[config.mk]
export PLATFORM = sky130hd
export DESIGN_NAME = dsqw_reg_blk_flat
export DESIGN_NICKNAME = d
export VERILOG_FILES = /design/src/rtl/dsqw_reg_blk_if.sv /design/src/rtl/dsqw_reg_blk.sv /design/src/flat_wrapper.sv
export SDC_FILE = /design/constraint.sdc
export NUM_CORES = 1
export LEC_CHECK = 0
export ABC_AREA = 1
export CAP_MARGIN = 25
export CELL_PAD_IN_SITES_DETAIL_PLACEMENT = 1
export CELL_PAD_IN_SITES_GLOBAL_PLACEMENT = 1
export CORE_ASPECT_RATIO = 1.75
export CORE_UTILIZATION = 39
export DETAILED_ROUTE_END_ITERATION = 16
export PLACE_DENSITY = 0.86
export SLEW_MARGIN = 25
export SYNTH_ARGS = -nofsm -noshare
export SYNTH_HDL_FRONTEND = slang
export SYNTH_SLANG_ARGS = --single-unit
[constraint.sdc]
create_clock -name clk -period 2.6 [get_ports clk]
set_clock_uncertainty 0.05 [all_clocks]
set_input_delay 0.52 -clock clk [delete_from_list [all_inputs] [get_ports clk]]
set_output_delay 0.52 -clock clk [all_outputs]
set_load 0.01 [all_outputs]
[src/rtl/dsqw_reg_blk_if.sv]
`default_nettype none
// ============================================================================
// Module   : dsqw_reg_blk_if
// Brief    : APB3 bus bundle for the deskew register block.
// Revision : 1.0 - initial release
// ============================================================================
interface dsqw_reg_blk_if #(
    parameter int ADDR_W = 8
);
    logic              psel;
    logic              penable;
    logic              pwrite;
    logic [ADDR_W-1:0] paddr;
    logic [31:0]       pwdata;
    logic [31:0]       prdata;
    logic              pready;
    logic              pslverr;

    modport master (
        output psel, penable, pwrite, paddr, pwdata,
        input  prdata, pready, pslverr
    );

    modport slave (
        input  psel, penable, pwrite, paddr, pwdata,
        output prdata, pready, pslverr
    );
endinterface
`default_nettype wire

[src/rtl/dsqw_reg_blk.sv]
`default_nettype none
// ============================================================================
// Module   : dsqw_reg_blk
// Brief    : APB3 register block for the deskew core: config, command pulses,
//            status with W1C acks and a saturating completed-job counter.
// Revision : 1.0 - initial release
// ============================================================================
module dsqw_reg_blk #(
    parameter int         ADDR_W  = 8,
    parameter logic [8:0] DIM_RST = 9'd0,
    parameter int         CNT_W   = 16
) (
    input  wire logic     clk,
    input  wire logic     rst_n,
    dsqw_reg_blk_if.slave apb,
    output logic [8:0]    img_dim,
    output logic [16:0]   in_img_start_addr,
    output logic [16:0]   out_img_start_addr,
    output logic          start_dsqw,
    output logic          soft_rst,
    output logic          dsqw_done_ack,
    output logic          err_size_ack,
    output logic          mem_acc_err_ack,
    input  wire logic     dsqw_idle,
    input  wire logic     dsqw_done,
    input  wire logic     err_size,
    input  wire logic     mem_acc_err
);

    localparam logic [1:0] c_ST_IDLE = 2'd0;
    localparam logic [1:0] c_ST_WAIT = 2'd1;
    localparam logic [1:0] c_ST_RESP = 2'd2;

    localparam logic [2:0] c_IDX_CTRL   = 3'd0;
    localparam logic [2:0] c_IDX_STATUS = 3'd1;
    localparam logic [2:0] c_IDX_DIM    = 3'd2;
    localparam logic [2:0] c_IDX_IN     = 3'd3;
    localparam logic [2:0] c_IDX_OUT    = 3'd4;
    localparam logic [2:0] c_IDX_JOB    = 3'd5;

    localparam logic [ADDR_W-1:0] c_MAX_ADDR = ADDR_W'(20);

    logic [1:0]       r_state;
    logic [2:0]       r_idx;
    logic [16:0]      r_wdata;
    logic             r_write;
    logic             r_err;
    logic [31:0]      r_rdata;
    logic [3:0]       r_status;
    logic             r_done_q;
    logic [CNT_W-1:0] r_job_cnt;
    logic [8:0]       r_img_dim;
    logic [16:0]      r_in_addr;
    logic [16:0]      r_out_addr;
    logic             r_start;
    logic             r_soft;
    logic             r_done_ack;
    logic             r_size_ack;
    logic             r_mem_ack;

    logic             w_access;
    logic [2:0]       w_idx;
    logic             w_err;
    logic [31:0]      w_rdata;
    logic             w_commit;
    logic             w_wr_ok;
    logic             w_rise;

    // Decode happens in the access cycle; the response is presented one cycle later.
    always_comb begin
        w_access = (r_state == c_ST_IDLE) && apb.psel && apb.penable;
        w_idx    = apb.paddr[4:2];
        w_err    = (apb.paddr[1:0] != 2'b00) || (apb.paddr > c_MAX_ADDR);
        if (apb.pwrite && !r_status[0]) begin
            case (w_idx)
                c_IDX_DIM, c_IDX_IN, c_IDX_OUT: w_err = 1'b1;
                c_IDX_CTRL: if (apb.pwdata[0] && !apb.pwdata[1]) w_err = 1'b1;
                default: begin end
            endcase
        end
        case (w_idx)
            c_IDX_STATUS: w_rdata = {28'd0, r_status};
            c_IDX_DIM:    w_rdata = {23'd0, r_img_dim};
            c_IDX_IN:     w_rdata = {15'd0, r_in_addr};
            c_IDX_OUT:    w_rdata = {15'd0, r_out_addr};
            c_IDX_JOB:    w_rdata = 32'(r_job_cnt);
            default:      w_rdata = 32'd0;
        endcase
        if (apb.pwrite || w_err) w_rdata = 32'd0;
        w_commit = (r_state == c_ST_WAIT) && apb.psel;
        w_wr_ok  = w_commit && r_write && !r_err;
        w_rise   = dsqw_done && !r_done_q;
    end

    assign apb.pready  = w_commit;
    assign apb.prdata  = w_commit ? r_rdata : 32'd0;
    assign apb.pslverr = w_commit && r_err;

    always_ff @(posedge clk or negedge rst_n) begin
        if (!rst_n) begin
            r_state <= c_ST_IDLE;
            r_idx   <= 3'd0;
            r_wdata <= 17'd0;
            r_write <= 1'b0;
            r_err   <= 1'b0;
            r_rdata <= 32'd0;
        end else begin
            case (r_state)
                c_ST_IDLE: begin
                    if (w_access) begin
                        r_state <= c_ST_WAIT;
                        r_idx   <= w_idx;
                        r_wdata <= apb.pwdata[16:0];
                        r_write <= apb.pwrite;
                        r_err   <= w_err;
                        r_rdata <= w_rdata;
                    end
                end
                // Losing psel here abandons the transfer without any side effect.
                c_ST_WAIT: r_state <= apb.psel ? c_ST_RESP : c_ST_IDLE;
                default:   r_state <= c_ST_IDLE;
            endcase
        end
    end

    always_ff @(posedge clk or negedge rst_n) begin
        if (!rst_n) begin
            r_img_dim  <= DIM_RST;
            r_in_addr  <= 17'd0;
            r_out_addr <= 17'd0;
            r_start    <= 1'b0;
            r_soft     <= 1'b0;
            r_done_ack <= 1'b0;
            r_size_ack <= 1'b0;
            r_mem_ack  <= 1'b0;
        end else begin
            // SOFT_RST wins over START when both are written together.
            r_start    <= w_wr_ok && (r_idx == c_IDX_CTRL) && r_wdata[0] && !r_wdata[1];
            r_soft     <= w_wr_ok && (r_idx == c_IDX_CTRL) && r_wdata[1];
            r_done_ack <= w_wr_ok && (r_idx == c_IDX_STATUS) && r_wdata[1];
            r_size_ack <= w_wr_ok && (r_idx == c_IDX_STATUS) && r_wdata[2];
            r_mem_ack  <= w_wr_ok && (r_idx == c_IDX_STATUS) && r_wdata[3];
            if (w_wr_ok && (r_idx == c_IDX_DIM)) r_img_dim  <= r_wdata[8:0];
            if (w_wr_ok && (r_idx == c_IDX_IN))  r_in_addr  <= r_wdata;
            if (w_wr_ok && (r_idx == c_IDX_OUT)) r_out_addr <= r_wdata;
        end
    end

    always_ff @(posedge clk or negedge rst_n) begin
        if (!rst_n) begin
            r_status  <= 4'd0;
            r_done_q  <= 1'b0;
            r_job_cnt <= '0;
        end else begin
            r_status <= {mem_acc_err, err_size, dsqw_done, dsqw_idle};
            r_done_q <= dsqw_done;
            if (w_wr_ok && (r_idx == c_IDX_JOB)) begin
                r_job_cnt <= w_rise ? CNT_W'(1) : '0;
            end else if (w_rise && (r_job_cnt != {CNT_W{1'b1}})) begin
                r_job_cnt <= r_job_cnt + CNT_W'(1);
            end
        end
    end

    assign img_dim            = r_img_dim;
    assign in_img_start_addr  = r_in_addr;
    assign out_img_start_addr = r_out_addr;
    assign start_dsqw         = r_start;
    assign soft_rst           = r_soft;
    assign dsqw_done_ack      = r_done_ack;
    assign err_size_ack       = r_size_ack;
    assign mem_acc_err_ack    = r_mem_ack;

endmodule
`default_nettype wire

[src/flat_wrapper.sv]
// flat-port wrapper written by rule: the top's interface ports become plain ports
module dsqw_reg_blk_flat 
#(
    parameter int         ADDR_W  = 8,
    parameter logic [8:0] DIM_RST = 9'd0,
    parameter int         CNT_W   = 16
)
  (clk, rst_n, img_dim, in_img_start_addr, out_img_start_addr, start_dsqw, soft_rst, dsqw_done_ack, err_size_ack, mem_acc_err_ack, dsqw_idle, dsqw_done, err_size, mem_acc_err, apb_psel, apb_penable, apb_pwrite, apb_paddr, apb_pwdata, apb_prdata, apb_pready, apb_pslverr);
  dsqw_reg_blk_if #(.ADDR_W(ADDR_W)) apb_i ();
  input  wire logic clk;
  input  wire logic rst_n;
  output logic [8:0] img_dim;
  output logic [16:0] in_img_start_addr;
  output logic [16:0] out_img_start_addr;
  output logic start_dsqw;
  output logic soft_rst;
  output logic dsqw_done_ack;
  output logic err_size_ack;
  output logic mem_acc_err_ack;
  input  wire logic dsqw_idle;
  input  wire logic dsqw_done;
  input  wire logic err_size;
  input  wire logic mem_acc_err;
  input wire logic [$bits(apb_i.psel)-1:0] apb_psel;
  input wire logic [$bits(apb_i.penable)-1:0] apb_penable;
  input wire logic [$bits(apb_i.pwrite)-1:0] apb_pwrite;
  input wire logic [$bits(apb_i.paddr)-1:0] apb_paddr;
  input wire logic [$bits(apb_i.pwdata)-1:0] apb_pwdata;
  output wire logic [$bits(apb_i.prdata)-1:0] apb_prdata;
  output wire logic [$bits(apb_i.pready)-1:0] apb_pready;
  output wire logic [$bits(apb_i.pslverr)-1:0] apb_pslverr;
  assign apb_i.psel = apb_psel;
  assign apb_i.penable = apb_penable;
  assign apb_i.pwrite = apb_pwrite;
  assign apb_i.paddr = apb_paddr;
  assign apb_i.pwdata = apb_pwdata;
  assign apb_prdata = apb_i.prdata;
  assign apb_pready = apb_i.pready;
  assign apb_pslverr = apb_i.pslverr;
  dsqw_reg_blk #(.ADDR_W(ADDR_W), .DIM_RST(DIM_RST), .CNT_W(CNT_W)) u_core (.clk(clk), .rst_n(rst_n), .apb(apb_i), .img_dim(img_dim), .in_img_start_addr(in_img_start_addr), .out_img_start_addr(out_img_start_addr), .start_dsqw(start_dsqw), .soft_rst(soft_rst), .dsqw_done_ack(dsqw_done_ack), .err_size_ack(err_size_ack), .mem_acc_err_ack(mem_acc_err_ack), .dsqw_idle(dsqw_idle), .dsqw_done(dsqw_done), .err_size(err_size), .mem_acc_err(mem_acc_err));
endmodule
== Word level (Yosys, flattened, before mapping) ==
Index checks and enable logic that the tools add are counted.

* Word-level logic and storage cells: 80
* Bits of input ports: 49
* Output and inout bits: 82
* Flip-flop bits (word level): 125

* Reduce and logical (&&, ||, !) cells: 36
* Mux-type cells: 12
* Eq/ne operators: 13
* Order comparisons: 1
* $add $sub $neg: 1

{| class="wikitable"
|+ Operators by type and width
! cell !! number
|-
| $pmux 17 s5 || 1
|-
| $mux 16 || 2
|-
| $mux 32 || 1
|-
| $logic_and 1x1->1 || 22
|-
| $mux 17 || 1
|-
| $add 16x1->16 const B || 1
|-
| $ne 16x16->1 const B || 1
|-
| $eq 3x2->1 const B || 4
|-
| $eq 3x3->1 const B || 4
|-
| $gt 8x5->1 const B || 1
|-
| $eq 3x1->1 const B || 2
|-
| $logic_not 3->1 || 2
|-
| $logic_not 1->1 || 5
|-
| $mux 2 || 2
|-
| $pmux 2 s2 || 1
|-
| $reduce_bool 2->1 || 2
|-
| $mux 1 || 3
|-
| $reduce_or 3->1 || 1
|-
| $eq 2x1->1 const B || 1
|-
| $logic_not 2->1 || 1
|-
| $logic_or 1x1->1 || 2
|-
| $ne 2x1->1 const B || 1
|-
| $pmux 1 s2 || 1
|-
| $reduce_and 2->1 || 1
|}

== Depth between registers and ports, before layout ==
* Word-level depth: 7
* Gate-level depth with buffers: 10
* Depth with buffers taken out: 9

== Worst setup path before layout ==
OpenSTA, ideal clock, no wires.

* Kind: input -> output
* Start point: input apb_psel
* End point: output apb_prdata[10]
* Required time: 2.030 ns
* Stages on the path: 5
* Data arrival time: 1.205 ns
* Slack: 0.825 ns
* Buffers on the path: 1
* Cell sequence: inv_1 nor2_2 nand2_1 clkbuf_1 nor2_1

* Longest elaborated chain between the ends: 2

{| class="wikitable"
|+ Ends and longest elaborated chain
! element !! line !! source
|-
| start: declaration || flat_wrapper.sv:24 || <nowiki>input wire logic [$bits(apb_i.psel)-1:0] apb_psel;</nowiki>
|-
| $logic_and 1x1->1 || dsqw_reg_blk.sv:90 || <nowiki>w_commit = (r_state == c_ST_WAIT) && apb.psel;</nowiki>
|-
| $mux 32 || dsqw_reg_blk.sv:96 || <nowiki>assign apb.prdata = w_commit ? r_rdata : 32'd0;</nowiki>
|-
| end: declaration || flat_wrapper.sv:29 || <nowiki>output wire logic [$bits(apb_i.prdata)-1:0] apb_prdata;</nowiki>
|}

No other way between the ends.

== Worst setup path in the final report ==
* Start point: input apb_psel
* End point: output apb_pslverr

* Longest elaborated chain between the ends: 2

{| class="wikitable"
|+ Ends and longest elaborated chain
! element !! line !! source
|-
| $logic_and 1x1->1 || dsqw_reg_blk.sv:90 ||
|-
| $logic_and 1x1->1 || dsqw_reg_blk.sv:97 || <nowiki>assign apb.pslverr = w_commit && r_err;</nowiki>
|-
| end: declaration || flat_wrapper.sv:31 || <nowiki>output wire logic [$bits(apb_i.pslverr)-1:0] apb_pslverr;</nowiki>
|}

No other way between the ends.

==> metrics.txt <==
clk sinks=109; crit end category=output pin; Port Buf Inserts=100; grt met1 use=0.290; register area share after synthesis=0.525; Non-Filler Instances=932; global-route wire length before repair=25.8 mm; RSZ-0062 raised after global routing=no; Netlist cell types=33; Net Sw Frac=0.301; max_cap viols=0; Final GP Congestion=0.846; CTS tree=built; Syn Area/Cell=7.98 um^2; Placed Cells=916; Arrival @ worst endpoint=1.77 ns; sw power=1.24 mW; met3 usage=0.0304; Initial Util=0.402; Nets=806; top-area cell type share of the netlist area=0.525; number of routed nets with antenna violations=0; DP HPWL=11.4 mm; fin crit share=0.900; Antenna Cells=0; CTS max path bufs=2; root buffer cell=clkbuf_16; leading area contributor after synthesis=dfrtp_1; Worst Hold Class=input port to asynchronous set/reset pin; drt wl/cell=16.8 um; largest net degree at the start of global routing=81; synthesized cell area=5200 um^2; required time of the critical path=2.03 ns; initial detailed-routing violation count=244; full die area=13,800 um^2; CP Max Fanout=10; layout cells sized above 1=0.0670; clk_lat worst skew=0.36 ns; Area Overhead vs Synth=29.4%; max-slew violation count=0; DRC=0; core area=12,900 um^2; synth top area cells=dfrtp_1 52%, nand2_1 16%, o21ai_0 5.8%; Int Pwr=2.89 mW; Fin Hold WS=0.0378 ns; Yosys reg bits=109; Syn. warnings=0; Post-synth EDFFs=0; vias per cell=5.07; Post-synth ARST share=1.00; FP Rows=55; H-tree depth=3; setup violators final=0; Slew @ Worst Pin=0.650 ns; Tot GR Track Use=0.246; Die X=89.3 um; Die Y-Extent=155 um; M2 GR Usage=0.437; status=finished, final reports clean; Power per Cell Area=615 nW/um^2; max_slew headroom=0.565; fin crit period=2.34 ns; via count=4,726; # IOs=131; Final Power=4.13 mW; leak pwr=3.32 nW; part of the power in registers=0.497; grt total ovfl=0; Total Neg Setup Slack=0 ns; TritonCTS buffer count=9; logic gate share of total power=0.175; Reg clk slew, reported paths=0.08 ns; initial antenna violation count=0; Clk pwr share=0.328; Setup CP Type=input port to output pin; first-pass iteration count of the detailed router=4; Fin. Hold Viols=0; vias in the first global route=5,133; Max VDD drop=0.595 mV; final wirelength=15.7 mm; Max Freq=427 MHz; Post-Syn Instances=651; Setup crit start kind=input port; Top FF cell, synth=dfrtp_1; busiest layer in global routing=met2
==> power groups by stage <==
stage	sequential (mW)	clock, mW	combinational [mW]
CTS	2.05	1.38	0.730
detailed placement	2.08	0	0.715
global placement	2.07	0	0.668
global route	2.08	1.44	0.801
floorplan	2.06	0	0.320
finish	2.05	1.36	0.722
==> placed cells by master, fill, tap and decap left out, types with 4 or more instances in the layout <==
master | Yosys | final
a21oi_1 | 5 | 5
buf_4 | 16 | 15
clkbuf_16 | 0 | 9
clkdlybuf4s50_1 | 0 | 80
conb_1 | 1 | 15
dfrtp_1 | 109 | 109
dlygate4sd2_1 | 0 | 8
dlymetal6s2s_1 | 0 | 11
inv_1 | 65 | 65
nand2_1 | 227 | 227
nand3_1 | 35 | 35
nand4_1 | 23 | 23
nor2_1 | 54 | 53
nor2_2 | 3 | 4
o21ai_0 | 60 | 60
o21ai_1 | 7 | 7
xor2_1 | 4 | 4
==> through the flow <==
stage,setup slack (ns),cell area [um^2],utilization
2_1_floorplan,0.825,5250,-
3_3_place_gp,0.0208,6410,0.496
3_5_place_dp,-0.0350,6410,0.496
4_1_cts,0.00274,6700,0.518
5_1_grt,0.175,6730,0.520
6_report,0.259,6730,0.520
==> sequential cells by signal, summed over array words and instances (netlist names) <==
name / count
u_core.r_job_cnt: 16
u_core.dsqw_done_ack: 1
u_core.img_dim: 9
u_core.start_dsqw: 1
u_core.out_img_start_addr: 17
u_core.soft_rst: 1
u_core.r_state: 2
u_core.r_wdata: 17
u_core.r_status: 4
u_core.r_rdata: 17
u_core.err_size_ack: 1
u_core.r_idx: 3
u_core.r_write: 1
u_core.r_err: 1
u_core.mem_acc_err_ack: 1
u_core.in_img_start_addr: 17
==> per-layer routing <==
layer | routed length, um | up-vias
li1 | - | 2229
met4 | 500 | 0
met3 | 565 | 36
met5 | 0 | -
met2 | 8630 | 132
met1 | 6000 | 2329
==> cell families (layout without fill, tap and decap cells) <==
kind of cell | after synthesis | count (layout) | synth area share
flip-flops | 109 | 109 | 0.525
XOR/XNOR | 4 | 4 | 0.00674
buffers and inverters | 104 | 200 | 0.0898
AO/OA/AOI/OAI | 76 | 76 | 0.0754
other | 1 | 15 | 0.000722
AND/OR/NAND/NOR | 356 | 356 | 0.300
adder cells (fa/ha/maj) | 1 | 1 | 0.00241
==> final cells by class <==
class                   count  area [um^2]
flip-flops and latches    109         2730
fillers                  1599         6210
multi-input cells         452         2060
well taps                 171          214
repair buffers            117         1180
clock inverters             6         53.8
inverters                  67          253
clock buffers              10          239
==> Yosys cell counts (2+ instances only) <==
| cell type | n |
|---|---|
| o21bai_1 | 2 |
| a21oi_1 | 5 |
| clkbuf_1 | 14 |
| xor2_1 | 4 |
| buf_2 | 5 |
| inv_1 | 65 |
| o21ai_1 | 7 |
| dfrtp_1 | 109 |
| nand2_1 | 227 |
| nand4_1 | 23 |
| nand4_4 | 3 |
| nor2_2 | 3 |
| nor2_1 | 54 |
| nand3_1 | 35 |
| o21ai_0 | 60 |
| buf_4 | 16 |
| or2_2 | 3 |
==> repair_timing <==
item	in CTS	in global routing
resized for setup	8	11
hold endpoints to repair	0	0
setup buffers	0	0
endpoints found under the setup margin	8	11
hold buffers	0	0
==> final timing paths <==
path | start | to | slack [ns] | depth (start not counted)
max in group asynchronous | rst_n | u_core.r_wdata[15] | 1.70 | 2
min in group clk | u_core.r_wdata[1] | u_core.start_dsqw | 0.39 | 1
hold reg to reg | u_core.r_wdata[1] | u_core.start_dsqw | 0.39 | 1
setup reg to reg | u_core.r_job_cnt[1] | u_core.r_job_cnt[0] | 0.64 | 9
hold / removal | rst_n | u_core.err_size_ack | 0.04 | 1
setup / recovery | apb_psel | apb_pslverr | 0.26 | 7
==> worst max-delay path, cell delays in order <==
cell and delay [ns]:
clkdlybuf4s50_1 0.45, inv_1 0.05, nor2_2 0.09, nand2_1 0.08, buf_4 0.18, nor2_1 0.10
dlygate4sd2_1 0.30
(Power assumes the default switching activity.)
